$ cat src/rtl/div_ctrl.sv
// div_ctrl: sequencing controller between the EX stage and a multi-cycle DIV/DIVU unit
//   in : clk, rst (async, active-high), div_req/div_sign/op_a/op_b from EX,
//        flush, stall_mem from the pipeline, dv_busy/dv_result from the divider
//   out: dv_start/dv_sign/dv_a/dv_b to the divider, stall_div to the pipeline,
//        res_valid/hilo_we/hi_out/lo_out/dz result side, err sticky timeout
module div_ctrl #(
  parameter int DIV_CYCLES = 32,
  parameter int TIMEOUT = 40
) (
  input  logic        clk,
  input  logic        rst,
  input  logic        div_req,
  input  logic        div_sign,
  input  logic [31:0] op_a,
  input  logic [31:0] op_b,
  input  logic        flush,
  input  logic        stall_mem,
  input  logic        dv_busy,
  input  logic [63:0] dv_result,
  output logic        dv_start,
  output logic        dv_sign,
  output logic [31:0] dv_a,
  output logic [31:0] dv_b,
  output logic        stall_div,
  output logic        res_valid,
  output logic        hilo_we,
  output logic [31:0] hi_out,
  output logic [31:0] lo_out,
  output logic        dz,
  output logic        err
);
  typedef enum logic [2:0] {IDLE, LAUNCH, RUN, DONE, DRAIN} state_t;
  // never time out before a nominal-length divide could have finished
  localparam int LIM = (TIMEOUT > DIV_CYCLES + 1) ? TIMEOUT : DIV_CYCLES + 2;
  localparam logic [7:0] LIM8 = 8'(LIM);
  state_t r_state, w_next;
  logic [7:0] r_cnt;
  logic r_start, r_sign, r_dz, r_err;
  logic [31:0] r_a, r_b, r_hi, r_lo;
  logic w_acc, w_cap, w_to;
  always_comb begin
    // a divider still busy from an aborted operation blocks acceptance
    w_acc = r_state == IDLE && div_req && !flush && !dv_busy;
    // r_cnt == 0 marks the first RUN cycle, where busy has not risen yet
    w_cap = r_state == RUN && !flush && r_cnt != 8'd0 && !dv_busy;
    w_to = r_state == RUN && !flush && !w_cap && r_cnt == LIM8 - 8'd1;
    w_next = r_state;
    case (r_state)
      IDLE:    w_next = w_acc ? LAUNCH : IDLE;
      LAUNCH:  w_next = flush ? DRAIN : RUN;
      RUN:     w_next = (flush || w_to) ? DRAIN : w_cap ? DONE : RUN;
      DONE:    w_next = (!stall_mem || flush) ? IDLE : DONE;
      DRAIN:   w_next = dv_busy ? DRAIN : IDLE;
      default: w_next = IDLE;
    endcase
    stall_div = r_state == LAUNCH || r_state == RUN ||
                ((r_state == IDLE || r_state == DRAIN) && div_req && !flush && !w_acc);
    res_valid = r_state == DONE;
    hilo_we = res_valid && !stall_mem && !flush;
  end
  always_ff @(posedge clk or posedge rst) begin
    if (rst) begin
      r_state <= IDLE;
      r_start <= 1'b0;
      r_sign <= 1'b0;
      r_a <= '0;
      r_b <= '0;
      r_dz <= 1'b0;
      r_cnt <= '0;
      r_hi <= '0;
      r_lo <= '0;
      r_err <= 1'b0;
    end else begin
      r_state <= w_next;
      r_start <= w_acc;
      if (w_acc) begin
        r_a <= op_a;
        r_b <= op_b;
        r_sign <= div_sign;
        r_dz <= op_b == 32'd0;
      end
      if (r_state == LAUNCH) r_cnt <= '0;
      else if (r_state == RUN) r_cnt <= r_cnt + 8'd1;
      if (w_cap) {r_hi, r_lo} <= dv_result;
      if (w_to) r_err <= 1'b1;
    end
  end
  assign dv_start = r_start;
  assign dv_sign = r_sign;
  assign dv_a = r_a;
  assign dv_b = r_b;
  assign hi_out = r_hi;
  assign lo_out = r_lo;
  assign dz = r_dz;
  assign err = r_err;
endmodule

$ cat config.mk
export PLATFORM = sky130hd
export DESIGN_NAME = div_ctrl
export DESIGN_NICKNAME = d
export VERILOG_FILES = /design/src/rtl/div_ctrl.sv
export SDC_FILE = /design/constraint.sdc
export NUM_CORES = 1
export LEC_CHECK = 0
export ABC_AREA = 0
export ABC_CLOCK_PERIOD_IN_PS = 14020
export CELL_PAD_IN_SITES_DETAIL_PLACEMENT = 0
export CELL_PAD_IN_SITES_GLOBAL_PLACEMENT = 1
export CORE_MARGIN = 4
export CORE_UTILIZATION = 35
export DETAILED_ROUTE_END_ITERATION = 6
export PLACE_DENSITY_LB_ADDON = 0.08
export SYNTH_ARGS = -nofsm -noshare
export SYNTH_HDL_FRONTEND = slang
export SYNTH_SLANG_ARGS = --single-unit
$ cat constraint.sdc
create_clock -name clk -period 14.02 [get_ports clk]
set_input_delay 2.103 -clock clk [delete_from_list [all_inputs] [get_ports clk]]
set_output_delay 2.103 -clock clk [all_outputs]
set_load 0.01 [all_outputs]
==> flow_metrics.tcl, run 1 <==
set metrics [dict create \
    fmax_mhz 170 \
    grt_usage_pct 16.9 \
    cts.clk_slew.worst_paths_ns 0.06 \
    p_per_area_mw_per_mm2 182 \
    cts-root-buf "clkbuf_16" \
    placed_area_sq_mm 0.00870 \
    slew_headroom_pct 28.3 \
    cp_common_cell "clkdlybuf4s50_1" \
    cap_violations 0 \
    holdPathEnd "err$_DFFE_PP0P_" \
    wl_met3_mm 1.22 \
    period_needed_ns 5.89 \
    num_vias 4050 \
    reg2reg_to "lo_out[19]$_DFFE_PP0P_" \
    cts.sinks 143 \
    stdcell_area_sq_mm 0.00932 \
    fp-row-count 46 \
    rsz0062_at_grt "no" \
    reg2reg_slack_ns 11.05 \
    p_leak_nw 4.16 \
    htree_levels 4 \
    cts_setup_buffers 0 \
    clock_latency_ns 0.41 \
    min_from "err$_DFFE_PP0P_" \
    first_global_vias 4277 \
    vdd_drop_max_v 0.0000820 \
    n_antenna_cell 0 \
    finalNonFillerCells 871 \
    yosysMostFrequentCell "dfrtp_1" \
    grt_first_pass_wirelength_mm 24.1 \
    crit_buf_inv 2 \
    drc 0 \
    place_congestion 0.804 \
    hold_viol 0 \
    wl_mm 16.1 \
    r2r_cells 5 \
    drt-pass1-iter-count 6 \
    r2r_start "r_cnt[3]$_DFFE_PP0P_" \
    async_reset_ff_share_pct 100 \
    yosysUniqueCellTypes 37 \
    end_kind "output port" \
    cts-buffers-inserted 17 \
    m1WireLength_mm 6.53 \
    required_ns 11.92 \
    synth-edff-count 0 \
    finClkSkew_ns 0.0101 \
    yosysSeqAreaShare_pct 61.3 \
    worstPathCellList "clkdlybuf4s50_1, nor2b_1, a21oi_1, o32ai_1, clkdlybuf4s50_1" \
    initial_core_util_pct 36.2 \
    dpl.hpwl_mm 12.0 \
    worstSetupPathType "primary input to output port" \
    synthTopCellsByArea "dfrtp_1, mux2_2, mux2_4" \
    clk_path_buf_depth 2 \
    cts_tree "yes" \
    core_sq_mm 0.0161 \
    finalSetupViolations 0 \
    period_share_pct 42.0 \
    drt_iter0_markers 129 \
    tightest_slew_ns 1.08 \
    synth_seq_cells 143 \
    slowest_delay_ns 0.59 \
    synth_cells 371 \
    timing.final.ws_setup_ns 8.13 \
    tns_ns 0 \
    whs_path_depth 1 \
    synth_area_per_cell_sq_um 15.7 \
    cts.repair.resized 0 \
    wl_met2_mm 8.16 \
    synthTopCellsByCount "dfrtp_1, mux2_2, mux2_4" \
    viasPerCell 4.65 \
    top_layer "met4" \
    synth_ff_type "dfrtp_1" \
    synth_area_sq_mm 0.00583 \
    status "complete, no violations" \
    antenna_found_initial 0 \
    die_w_um 137 \
    cp_slowest_cell "clkdlybuf4s50_1" \
    route.detailed.wl_per_inst_um 18.5 \
    grt_max_degree 94 \
    final_util_pct 57.9 \
    critPathLaunchType "primary input" \
    io_pins 270 \
    final_antenna_net_count 0 \
    fp.dieH_um 137 \
    hold_path_class "register to register" \
    dieArea_sq_mm 0.0188 \
    cts_hold_buf 0 \
    fin_nets 781 \
    synth.largest_area_cell "dfrtp_1" \
    syn_nets 508 \
    place_inst 841 \
    synth_top_area_share_pct 61.3 \
    worstPathArrival_ns 3.79 \
    area.growth.synth_to_final_pct 59.8 \
    yosys_warnings 0 \
    drive_gt1_share_pct 25.2 \
    numPortBuffers 269 \
    finalMaxSlewViolations 0 \
    grt_overflow 0 \
    crit_fanout 7 \
    cpLargestDelayFamily "buffers and inverters" \
    place_ws_ns 8.10 \
]
per-layer routing:
layer / up-vias / global-route usage [%]
met3: 20 / 5.40
met2: 153 / 28.3
met4: 0 / 6.43
met1: 2000 / 20.5
met5: - / 0
li1: 1877 / -
cell usage in the layout, fill, tap and decap left out, drive strengths merged:
cell type / netlist / routed
clkdlybuf4s50: 0 / 269
dfrtp: 143 / 143
mux2: 129 / 129
clkbuf: 1 / 20
nor4: 9 / 9
o21ai: 8 / 8
nand2: 8 / 8
nand3: 6 / 6
inv: 6 / 6
nor2: 5 / 5
nand4: 5 / 5
bufinv: 0 / 4
clkinv: 0 / 4
nor4b: 3 / 3
nand3b: 3 / 3
buf: 17 / 3
nor2b: 2 / 2
xor2: 2 / 2
a22o: 2 / 2
and3: 2 / 2
nand2b: 2 / 2
nor3: 2 / 2
ha: 2 / 2
clkinvlp: 0 / 2
or4: 2 / 2
or3b: 1 / 1
nor3b: 1 / 1
a31oi: 1 / 1
o21bai: 1 / 1
o211ai: 1 / 1
a311o: 1 / 1
a21oi: 1 / 1
a21boi: 1 / 1
o32ai: 1 / 1
o31ai: 1 / 1
a41o: 1 / 1
or2: 1 / 1
logic make-up (layout without fill, tap and decap cells):
group           count (synthesis)  count (layout)  synth area share, %
simple gates                   52              52                 5.21
fa+ha+maj                       2               2                0.429
compound gates                 19              19                 2.19
flops                         143             143                 61.3
xor+xnor                        2               2                0.300
mux                           129             129                 28.1
buf+inv                        24             308                 2.49
final cells by class:
cell class | count | area (sq um)
sequential | 143 | 3580
multi-input combinational | 204 | 2110
clock buffer | 20 | 457
inverter | 6 | 27.5
tap | 216 | 270
fill | 1288 | 6790
timing repair buffer | 272 | 2720
clock inverter | 10 | 163
where the power goes:
group	leakage, nW	switching (W)	internal [W]
Combinational	2.06	0.000206	0.000397
Clock	0.298	0.000165	0.000305
Sequential	1.80	0.0000750	0.000552
Total	4.16	0.000446	0.00125
registers in the layout (all words and copies together) (netlist names):
| signal | count |
|---|---|
| dv_a | 32 |
| err | 1 |
| lo_out | 32 |
| dz | 1 |
| r_state | 3 |
| hi_out | 32 |
| dv_start | 1 |
| dv_sign | 1 |
| dv_b | 32 |
| r_cnt | 8 |
how the worst max path moves through the flow:
stage	startpoint	end	slack (ns)	cells past startpoint
after floorplan	rst	dv_a[0]$_DFFE_PP0P_	8.08	1
after global placement	flush	stall_div	8.16	5
after detailed placement	flush	stall_div	8.10	5
after CTS	flush	stall_div	8.10	5
after global routing	flush	stall_div	7.99	5
final	flush	stall_div	8.13	5
per-stage QoR:
step	hold WS (ns)	total power (W)
2_1_floorplan	0.460	0.000874
3_3_place_gp	0.461	0.00123
3_5_place_dp	0.452	0.00124
4_1_cts	0.478	0.00173
5_1_grt	0.501	0.00179
6_report	0.474	0.00170
(Power assumes the default switching activity.)
==> run 2: changes to the inputs <==
ABC_CLOCK_PERIOD_IN_PS = 4900   (was 14020)
CORE_UTILIZATION = 29   (was 35)
clock period = 4.9 ns   (was 14.02 ns; I/O delays follow)
==> run 2 against run 1 <==
Register-to-register slack worse by 8.9 ns; final cell count is 6.2% higher; clock skew down 0.0018 ns; sequential share of layout area shrank 0.051 points; critical path depth did not move; sequential power grew to 2.9 times the previous value; critical path type unchanged.
==> flow_metrics.tcl, run 2 (same netlist as run 1, synthesis figures left out) <==
set metrics [dict create \
    placed_area_sq_mm 0.00879 \
    hold_path_class "register to register" \
    status "complete, no violations" \
    drive_gt1_share_pct 25.6 \
    grt_overflow 0 \
    grt_max_degree 72 \
    die_w_um 150 \
    min_from "err$_DFFE_PP0P_" \
    num_vias 4154 \
    vdd_drop_max_v 0.000220 \
    final_antenna_net_count 0 \
    route.detailed.wl_per_inst_um 18.3 \
    dieArea_sq_mm 0.0225 \
    fin_nets 784 \
    area.growth.synth_to_final_pct 60.0 \
    r2r_start "r_cnt[3]$_DFFE_PP0P_" \
    worstSetupPathType "primary input to output port" \
    final_common_cell "clkdlybuf4s50_1" \
    antenna_found_initial 0 \
    cts_tree "yes" \
    tightest_slew_ns 0.669 \
    crit_start "flush" \
    finalMaxSlewViolations 0 \
    worstPathArrival_ns 2.44 \
    cts.repair.resized 0 \
    grt_usage_pct 15.0 \
    required_ns 4.16 \
    slew_headroom_pct 55.4 \
    first_global_vias 4412 \
    cap_violations 0 \
    cts.sinks 143 \
    dpl.hpwl_mm 12.9 \
    fp.dieH_um 150 \
    reg2reg_slack_ns 2.13 \
    period_needed_ns 3.17 \
    cts-root-buf "clkbuf_16" \
    drc 0 \
    stdcell_area_sq_mm 0.00934 \
    rsz0062_at_grt "no" \
    cts_setup_buffers 0 \
    initial_core_util_pct 29.7 \
    grt_first_pass_wirelength_mm 25.6 \
    cts_hold_buf 0 \
    cts.clk_slew.worst_paths_ns 0.06 \
    end_kind "output port" \
    crit_fanout 7 \
    wl_mm 17.0 \
    drt-pass1-iter-count 4 \
    finalSetupViolations 0 \
    p_leak_nw 4.14 \
    fmax_mhz 315 \
    critPathLaunchType "primary input" \
    core_sq_mm 0.0197 \
    period_share_pct 64.7 \
    nFillCells 1805 \
    place_congestion 0.767 \
    layout_common_cells "clkdlybuf4s50_1, dfrtp_1, mux2_2" \
    drt_iter0_markers 70 \
    io_pins 270 \
    fp-row-count 51 \
    clk_path_buf_depth 2 \
    n_antenna_cell 0 \
    p_per_area_mw_per_mm2 507 \
    finalNonFillerCells 925 \
    finClkSkew_ns 0.00828 \
    place_inst 893 \
    hold_viol 0 \
    tns_ns 0 \
    cts-buffers-inserted 17 \
    htree_levels 4 \
    viasPerCell 4.49 \
    power_w 0.00474 \
    numPortBuffers 269 \
    clock_latency_ns 0.42 \
]
## run 2: cell types whose count changed in the layout (fill, tap and decap cells not counted)
cell        change
clkbuf_1        +1
inv_6           +2
clkinv_2        +2
clkinvlp_4      +2
bufinv_16       -3
clkbuf_8        -2
buf_4           +3
## run 2: worst max-delay path, cell delays in order
cell	delay, ns
clkdlybuf4s50_1	0.53
nor2b_1	0.25
a21oi_1	0.10
o32ai_1	0.24
clkdlybuf4s50_1	0.58
## run 2: final timing paths
| path | end | cells after the start |
|---|---|---|
| max reg2reg | lo_out[27]$_DFFE_PP0P_ | 5 |
| min | err$_DFFE_PP0P_ | 1 |
| max | stall_div | 5 |
| min in group asynchronous | dv_a[9]$_DFFE_PP0P_ | 2 |
| max in group asynchronous | dv_b[10]$_DFFE_PP0P_ | 3 |
| min reg2reg | err$_DFFE_PP0P_ | 1 |
## run 2: per-stage QoR
| step | utilization [%] | setup slack (ns) | hold slack, ns |
|---|---|---|---|
| finish | 47.5 | 1.73 | 0.474 |
| global placement | 44.7 | 1.76 | 0.456 |
| global route | 47.5 | 1.56 | 0.496 |
| CTS | 47.5 | 1.72 | 0.476 |
| floorplan | - | 0.327 | 0.460 |
| detailed placement | 44.7 | 1.74 | 0.458 |
## run 2: final cells by class
type / count / area (sq um) / area share [%]
Clock buffer: 19 / 433 / 4.64
Inverter: 6 / 27.5 / 0.295
Sequential cell: 143 / 3580 / 38.3
Clock inverter: 13 / 115 / 1.23
Tap cell: 265 / 332 / 3.55
Timing Repair Buffer: 275 / 2740 / 29.3
Multi-Input combinational cell: 204 / 2110 / 22.6
## run 2: power by group
part / total [W] / switching [W] / internal, W
clock network: 0.00121 / 0.000515 / 0.000698
logic: 0.00173 / 0.000595 / 0.00114
registers: 0.00179 / 0.000213 / 0.00158
## run 2: layer usage
metal  wire length (um)  share of wire, %  GRT usage, %
met5                  0                 0             0
met4                286               1.7          5.03
met3               1390               8.2          5.63
met2               8650                51          25.5
met1               6650                39          17.5
==> run 3: changes to the inputs <==
ABC_CLOCK_PERIOD_IN_PS = 3200   (was 4900)
CORE_UTILIZATION = 32   (was 29)
clock period = 3.2 ns   (was 4.9 ns; I/O delays follow)
==> run 3 against run 2 <==
Via count fell by 0.67%; register-to-register slack got worse by 1.5 ns; first-iteration DRC count is 21% higher; sequential power rose by 54%.
==> flow_metrics.tcl, run 3 (same netlist as run 1, synthesis figures left out) <==
set metrics [dict create \
    grt_max_degree 49 \
    route.detailed.wl_per_inst_um 18.8 \
    drt-pass1-iter-count 4 \
    rsz0062_at_grt "no" \
    worstPathCellList "clkdlybuf4s50_1, nor2b_1, a21oi_1, o32ai_1, clkdlybuf4s50_1" \
    r2r_cells 4 \
    clock_latency_ns 0.42 \
    cts_setup_buffers 0 \
    final_common_cell "clkdlybuf4s50_1" \
    crit_buf_inv 2 \
    status "complete, no violations" \
    period_needed_ns 2.67 \
    viasPerCell 4.63 \
    reg2reg_to "hi_out[1]$_DFFE_PP0P_" \
    cp_slowest_cell "clkdlybuf4s50_1" \
    finalSetupViolations 0 \
    dieArea_sq_mm 0.0205 \
    cts.clk_slew.worst_paths_ns 0.06 \
    cts-root-buf "clkbuf_16" \
    die_w_um 143 \
    crit_fanout 7 \
    hold_path_class "register to register" \
    placed_area_sq_mm 0.00881 \
    htree_levels 4 \
    cts.repair.resized 0 \
    path_depth 5 \
    p_per_area_mw_per_mm2 796 \
    core_sq_mm 0.0180 \
    grt_overflow 0 \
    worstPathArrival_ns 2.19 \
    cts_tree "yes" \
    cp-endpoint "stall_div" \
    fmax_mhz 375 \
    wl_mm 16.7 \
    grt_usage_pct 16.0 \
    cts_hold_buf 0 \
    period_share_pct 83.4 \
    power_w 0.00752 \
    critPathLaunchType "primary input" \
    required_ns 2.72 \
    end_kind "output port" \
    reg2reg_slack_ns 0.64 \
    tightest_slew_ns 0.740 \
    cpLargestDelayFamily "buffers and inverters" \
    drive_gt1_share_pct 26.0 \
    antenna_found_initial 0 \
    r2r_start "r_state[1]$_DFF_PP0_" \
    slowest_delay_ns 0.59 \
    numPortBuffers 269 \
    grt_first_pass_wirelength_mm 25.2 \
    drt_iter0_markers 85 \
    first_global_vias 4432 \
    cp_common_cell "clkdlybuf4s50_1" \
    layout_common_cells "clkdlybuf4s50_1, dfrtp_1, mux2_2" \
    dpl.hpwl_mm 12.6 \
    initial_core_util_pct 32.5 \
    tns_ns 0 \
    clk_path_buf_depth 2 \
    place_congestion 0.818 \
    drc 0 \
    worstSetupPathType "primary input to output port" \
    cap_violations 0 \
    stdcell_area_sq_mm 0.00944 \
    cts-buffers-inserted 17 \
    area.growth.synth_to_final_pct 61.9 \
    hold_viol 0 \
    crit_start "flush" \
    num_vias 4126 \
    cts.sinks 143 \
    fp.dieH_um 143 \
    finalMaxSlewViolations 0 \
    slew_headroom_pct 50.6 \
    vdd_drop_max_v 0.000471 \
    finClkSkew_ns 0.00950 \
    final_antenna_net_count 0 \
    fp-row-count 49 \
    io_pins 270 \
    fin_nets 785 \
    p_leak_nw 4.20 \
]
==> run 3: per-layer routing <==
layer	share of wire [%]	vias to the layer above	routed length (um)	track usage, %
li1	-	1883	-	-
met1	38	2061	6420	18.8
met2	50	165	8390	27.0
met3	9.5	17	1580	6.36
met4	2.0	0	335	5.20
met5	0	-	0	0
==> run 3: worst min path at each step <==
stage	start	cells after the start	slack, ns	to
after global placement	err$_DFFE_PP0P_	1	0.46	err$_DFFE_PP0P_
after floorplan	r_cnt[4]$_DFFE_PP0P_	1	0.46	r_cnt[4]$_DFFE_PP0P_
after global routing	err$_DFFE_PP0P_	1	0.51	err$_DFFE_PP0P_
final	err$_DFFE_PP0P_	1	0.48	err$_DFFE_PP0P_
after detailed placement	err$_DFFE_PP0P_	1	0.45	err$_DFFE_PP0P_
after CTS	err$_DFFE_PP0P_	1	0.48	err$_DFFE_PP0P_
==> run 3: stage by stage <==
step           utilization, %  hold WS (ns)  std cells  worst slack (ns)
5_1_grt                  52.6         0.512        890             0.448
3_3_place_gp             49.1         0.460        858             0.531
6_report                 52.6         0.477        891             0.532
4_1_cts                  52.6         0.481        890             0.521
3_5_place_dp             49.1         0.453        858             0.526
2_1_floorplan               -         0.460        371             0.929
==> run 3: area by class of cell <==
class	instances	area [sq um]
repair buffers	276	2810
inverters	6	26.3
clock inverters	13	176
diodes	1	2.50
flip-flops and latches	143	3580
fillers	1520	8520
well taps	229	287
multi-input cells	204	2110
clock buffers	19	453
==> run 3: where the power goes <==
part | switching [W] | internal, W
registers | 0.000337 | 0.00242
logic | 0.000903 | 0.00175
clock network | 0.000821 | 0.00129
total | 0.00206 | 0.00545
==> edit 1, RTL diff (config.mk and constraints of run 3) <==
Add an input register stage for `div_req` and `div_sign`, cleared by the reset; this delays them by one clock. The other inputs are not delayed to match.
--- a/src/rtl/div_ctrl.sv
+++ b/src/rtl/div_ctrl.sv
@@ -34,4 +34,18 @@
   localparam int LIM = (TIMEOUT > DIV_CYCLES + 1) ? TIMEOUT : DIV_CYCLES + 2;
   localparam logic [7:0] LIM8 = 8'(LIM);
+
+  logic div_req_q;
+  logic div_sign_q;
+
+  always_ff @(posedge clk or posedge rst) begin
+    if (rst) begin
+      div_req_q  <= '0;
+      div_sign_q <= '0;
+    end else begin
+      div_req_q  <= div_req;
+      div_sign_q <= div_sign;
+    end
+  end
+
   state_t r_state, w_next;
   logic [7:0] r_cnt;
@@ -41,5 +55,5 @@
   always_comb begin
     // a divider still busy from an aborted operation blocks acceptance
-    w_acc = r_state == IDLE && div_req && !flush && !dv_busy;
+    w_acc = r_state == IDLE && div_req_q && !flush && !dv_busy;
     // r_cnt == 0 marks the first RUN cycle, where busy has not risen yet
     w_cap = r_state == RUN && !flush && r_cnt != 8'd0 && !dv_busy;
@@ -55,5 +69,5 @@
     endcase
     stall_div = r_state == LAUNCH || r_state == RUN ||
-                ((r_state == IDLE || r_state == DRAIN) && div_req && !flush && !w_acc);
+                ((r_state == IDLE || r_state == DRAIN) && div_req_q && !flush && !w_acc);
     res_valid = r_state == DONE;
     hilo_we = res_valid && !stall_mem && !flush;
@@ -77,5 +91,5 @@
         r_a <= op_a;
         r_b <= op_b;
-        r_sign <= div_sign;
+        r_sign <= div_sign_q;
         r_dz <= op_b == 32'd0;
       end
Formal check against the unedited RTL: not equivalent (a bounded check fails within 4 cycles, from zero or initial values and one cycle with rst high).
==> edit 1 against run 3 <==
Sequential cell count rose by 2; design area fell by 1.0%; setup slack improved by 0.046 ns; total power fell by 5.5%; global-route usage fell by 0.23 points; die area fell by 1.1%; worst hold slack got worse by 0.0090 ns; routed wire length fell by 4.3%; combinational power fell by 14%; utilization rose by 0.91 points; sequential share of layout area rose by 0.93 points; synthesized area fell by 1.2%.
==> edit 1: results (changes against run 3) <==
stage	metric	value	unit	change
route	drtIter0Drc	137		+61%
layout	nFillCells	1478		-2.8%
layout	layout.cells.non_filler	892		+0.11%
critical_path	arrival	2.14	ns	-0.05 ns
critical_path	critPathMaxStageDelay	0.62	ns	+0.03 ns
placed_design	post-place-ws	0.582	ns	+0.0556 ns
logic_synthesis	synth_nets	515		+1.4%
run_status	outcome	finished, final reports clean		
route	via_per_inst	4.65		+0.32%
critical_path	worstPathMaxFanout	5		-2
power_and_ir_drop	p_comb	2.29	mW	-14%
sta	hold_slack	0.468	ns	-0.00901 ns
route	wl_per_cell	17.9	um	-4.5%
power_and_ir_drop	power.internal	5.18	mW	-5.0%
critical_path	reg2reg_from	r_cnt[4]		
global_route	grt_pass1_wl	24.5	mm	-2.6%
placed_design	dpl.hpwl	12.1	mm	-4.3%
worst_hold_path	min_path_cells	1		unchanged
placed_design	dp_cells	859		+0.12%
global_route	grt_pass1_vias	4413		-0.43%
power_and_ir_drop	seq_cell_power	2.69	mW	-3%
critical_path	r2r-end	hi_out[5]		
placed_design	gp_congestion	0.736		-9.9%
power_and_ir_drop	power.static_leakage	4.08	nW	-2.9%
sta	finClkSkew	0.00885	ns	-0.000653 ns
layout	nets	790		+0.64%
sta	tightest_slew	0.763	ns	+0.0226 ns
logic_synthesis	synthAdderAreaFrac	0.434	%	+0.0051 points
worst_hold_path	min_from	err		
logic_synthesis	avgSynthCellArea	15.3	um2	-3.0%
layout	drive_gt1_share	17.1	%	-8.9 points
global_route	grt.total_usage	15.8	%	-0.23 points
critical_path	reg2reg_slack	1.01	ns	+0.37 ns
logic_synthesis	synth_common_cells	145 x dfrtp_1, 70 x mux2_2, 60 x mux2_1, 9 x nor4_1, 8 x inv_1		
logic_synthesis	yosysSeqAreaShare	62.9	%	+1.6 points
logic_synthesis	muxShareOfSynthArea	25.4	%	-2.7 points
power_and_ir_drop	vdd_drop_max	0.378	mV	-20%
global_route	grt_max_degree	87		+78%
logic_synthesis	yosys-top-cells-area	dfrtp_1 63%, mux2_2 14%, mux2_1 12%		
logic_synthesis	synth_top_area_share	62.9	%	+1.6 points
global_route	antenna_found_initial	2		+2
sta	max_clock_freq	0.381	GHz	+1.8%
logic_synthesis	synth_xor_area_share	0.152	%	-0.15 points
worst_hold_path	worstHoldPathType	reg2reg		
logic_synthesis	synth-compound-area-share	3.17	%	+0.98 points
placed_design	placed_area	8700	um2	-1.2%
edit 1: changes by cell type after synthesis, sizes merged, moves of 3 or more:
| cell | run 3 | this run |
|---|---|---|
| o2bb2ai | 0 | 3 |
| a21oi | 1 | 7 |
| nor2b | 2 | 7 |
| or3 | 0 | 3 |
| nor4b | 3 | 0 |
| nand3 | 6 | 3 |
| clkbuf | 1 | 4 |
| o21ai | 8 | 5 |
| nand3b | 3 | 0 |
| nand4 | 5 | 2 |
edit 1: metal layers:
metal,global-route usage (%),share of wire (%),vias up
li1,-,-,1918
met1,17.8,38,2021
met2,26.9,51,179
met3,6.35,8.5,24
met4,6.11,2.5,2
met5,0,0.081,-
edit 1: layout make-up:
type | instances | area, um2 | area share (%)
multi-input cells | 206 | 1980 | 21.2
well taps | 225 | 282 | 3.01
inverters | 8 | 33.8 | 0.361
clock buffers | 18 | 439 | 4.70
clock inverters | 14 | 204 | 2.18
flip-flops and latches | 145 | 3630 | 38.8
repair buffers | 275 | 2780 | 29.7
diodes | 1 | 2.50 | 0.0268
==> edit 2, RTL diff (flow settings as in run 3) <==
Made on the original files. Change the parameter `TIMEOUT` from 40 to 32.
--- a/src/rtl/div_ctrl.sv
+++ b/src/rtl/div_ctrl.sv
@@ -6,5 +6,5 @@
 module div_ctrl #(
   parameter int DIV_CYCLES = 32,
-  parameter int TIMEOUT = 40
+  parameter int TIMEOUT = 32
 ) (
   input  logic        clk,
Function: same outputs for any inputs over 10 cycles, from zero or initial values and one cycle with rst high; that may be too few to reach the edited logic, so the function may still have changed.
==> edit 2 against run 3 <==
Sequential cell count stayed put; sequential share of layout area fell by 0.090 points; routed wire length decreased by 2.8%; sequential power decreased by 3%; design area up 0.24%; synthesized area hardly changed; setup slack got worse by 0.14 ns; total power shrank 3.9%; non-clock buffer count up 1.
==> edit 2: results (changes against run 3) <==
stage	metric	value	unit	change
placed_design	dpl.hpwl	12.0	mm	-4.7%
layout	n_antenna_cell	0		-1
sta	relSlewSlack	50.4	%	-0.18 points
placed_design	post-place-ws	0.432	ns	-0.0945 ns
route	drtIter0Drc	95		+12%
logic_synthesis	synth_common_cells	143 x dfrtp_1, 80 x mux2_2, 49 x mux2_4, 11 x nand2_1		
global_route	grt_max_degree	75		+53%
global_route	grt.total_usage	15.7	%	-0.30 points
sta	finClkSkew	0.00995	ns	+0.000450 ns
sta	period_share	87.8	%	+4.4 points
logic_synthesis	ys_types	34		-8.1%
logic_synthesis	yosys-top-cells-area	dfrtp_1 61%, mux2_2 15%, mux2_4 13%		
layout	nets	790		+0.64%
layout	nFillCells	1516		-0.26%
power_and_ir_drop	power.static_leakage	4.25	nW	+1.2%
critical_path	reg2reg_slack	1.13	ns	+0.49 ns
logic_synthesis	yosysSeqAreaShare	61.4	%	about the same
layout	drive_gt1_share	26.1	%	+0.033 points
global_route	grt_pass1_wl	24.5	mm	-2.7%
logic_synthesis	synth_nets	511		+0.59%
run_status	outcome	finished, final reports clean		
route	routed_wl	16.3	mm	-2.8%
route	vias	4095		-0.75%
placed_design	gp_congestion	0.764		-6.6%
global_route	grt_pass1_vias	4443		+0.25%
sta	hold_slack	0.474	ns	-0.00287 ns
power_and_ir_drop	vdd_drop_max	0.408	mV	-13%
==> edit 2: cell type report <==
| class | instances | share of cell area, % |
|---|---|---|
| Sequential cell | 143 | 37.8 |
| Timing Repair Buffer | 277 | 29.6 |
| Multi-Input combinational cell | 204 | 22.4 |
| Clock buffer | 21 | 5.08 |
| Tap cell | 229 | 3.03 |
| Clock inverter | 10 | 1.68 |
| Inverter | 9 | 0.397 |
==> edit 2: final timing paths <==
kind,startpoint,endpoint,cells after the start
setup / recovery,flush,stall_div,6
hold / removal,err,err,2
setup reg to reg,r_state[0],r_state[1],4
hold reg to reg,err,err,2
max in group asynchronous,rst,dv_a[13],3
min in group asynchronous,rst,hi_out[18],3
==> edit 2: worst min-delay path, stage by stage (launching register included) <==
cell and delay [ns]:
dfrtp_1 0.35, inv_1 0.04, o31ai_1 0.05
==> edit 2: cell families (layout without fill, tap and decap cells) <==
family	Yosys count	count (layout)	synth area share, %
flops	143	143	61.4
mux	130	130	28.2
simple gates	46	46	4.36
buf+inv	26	317	2.62
compound gates	22	22	2.30
fa+ha+maj	3	3	0.644
xor+xnor	3	3	0.451
==> edit 2: metrics by stage <==
step	area, um2	utilization (%)	total power [mW]	std cells
6_report	9470	52.7	7.22	893
5_1_grt	9470	52.7	7.59	893
4_1_cts	9470	52.7	7.34	893
3_5_place_dp	8830	49.1	5.15	862
3_3_place_gp	8830	49.1	5.11	862
2_1_floorplan	5830	-	3.64	373
==> edit 2: report_power, final <==
group	internal (mW)	total [mW]	leakage, nW	switching, mW
Clock	1.38	2.13	0.311	0.752
Combinational	1.59	2.42	2.11	0.826
Sequential	2.36	2.67	1.83	0.310
Total	5.33	7.22	4.25	1.89
==> edit 2: metal layers <==
layer / vias to the layer above / GRT usage, % / routed length [um]
li1: 1884 / - / -
met1: 2011 / 18.3 / 6520
met2: 183 / 26.3 / 8000
met3: 17 / 6.76 / 1500
met4: 0 / 5.15 / 237
met5: - / 0 / 0
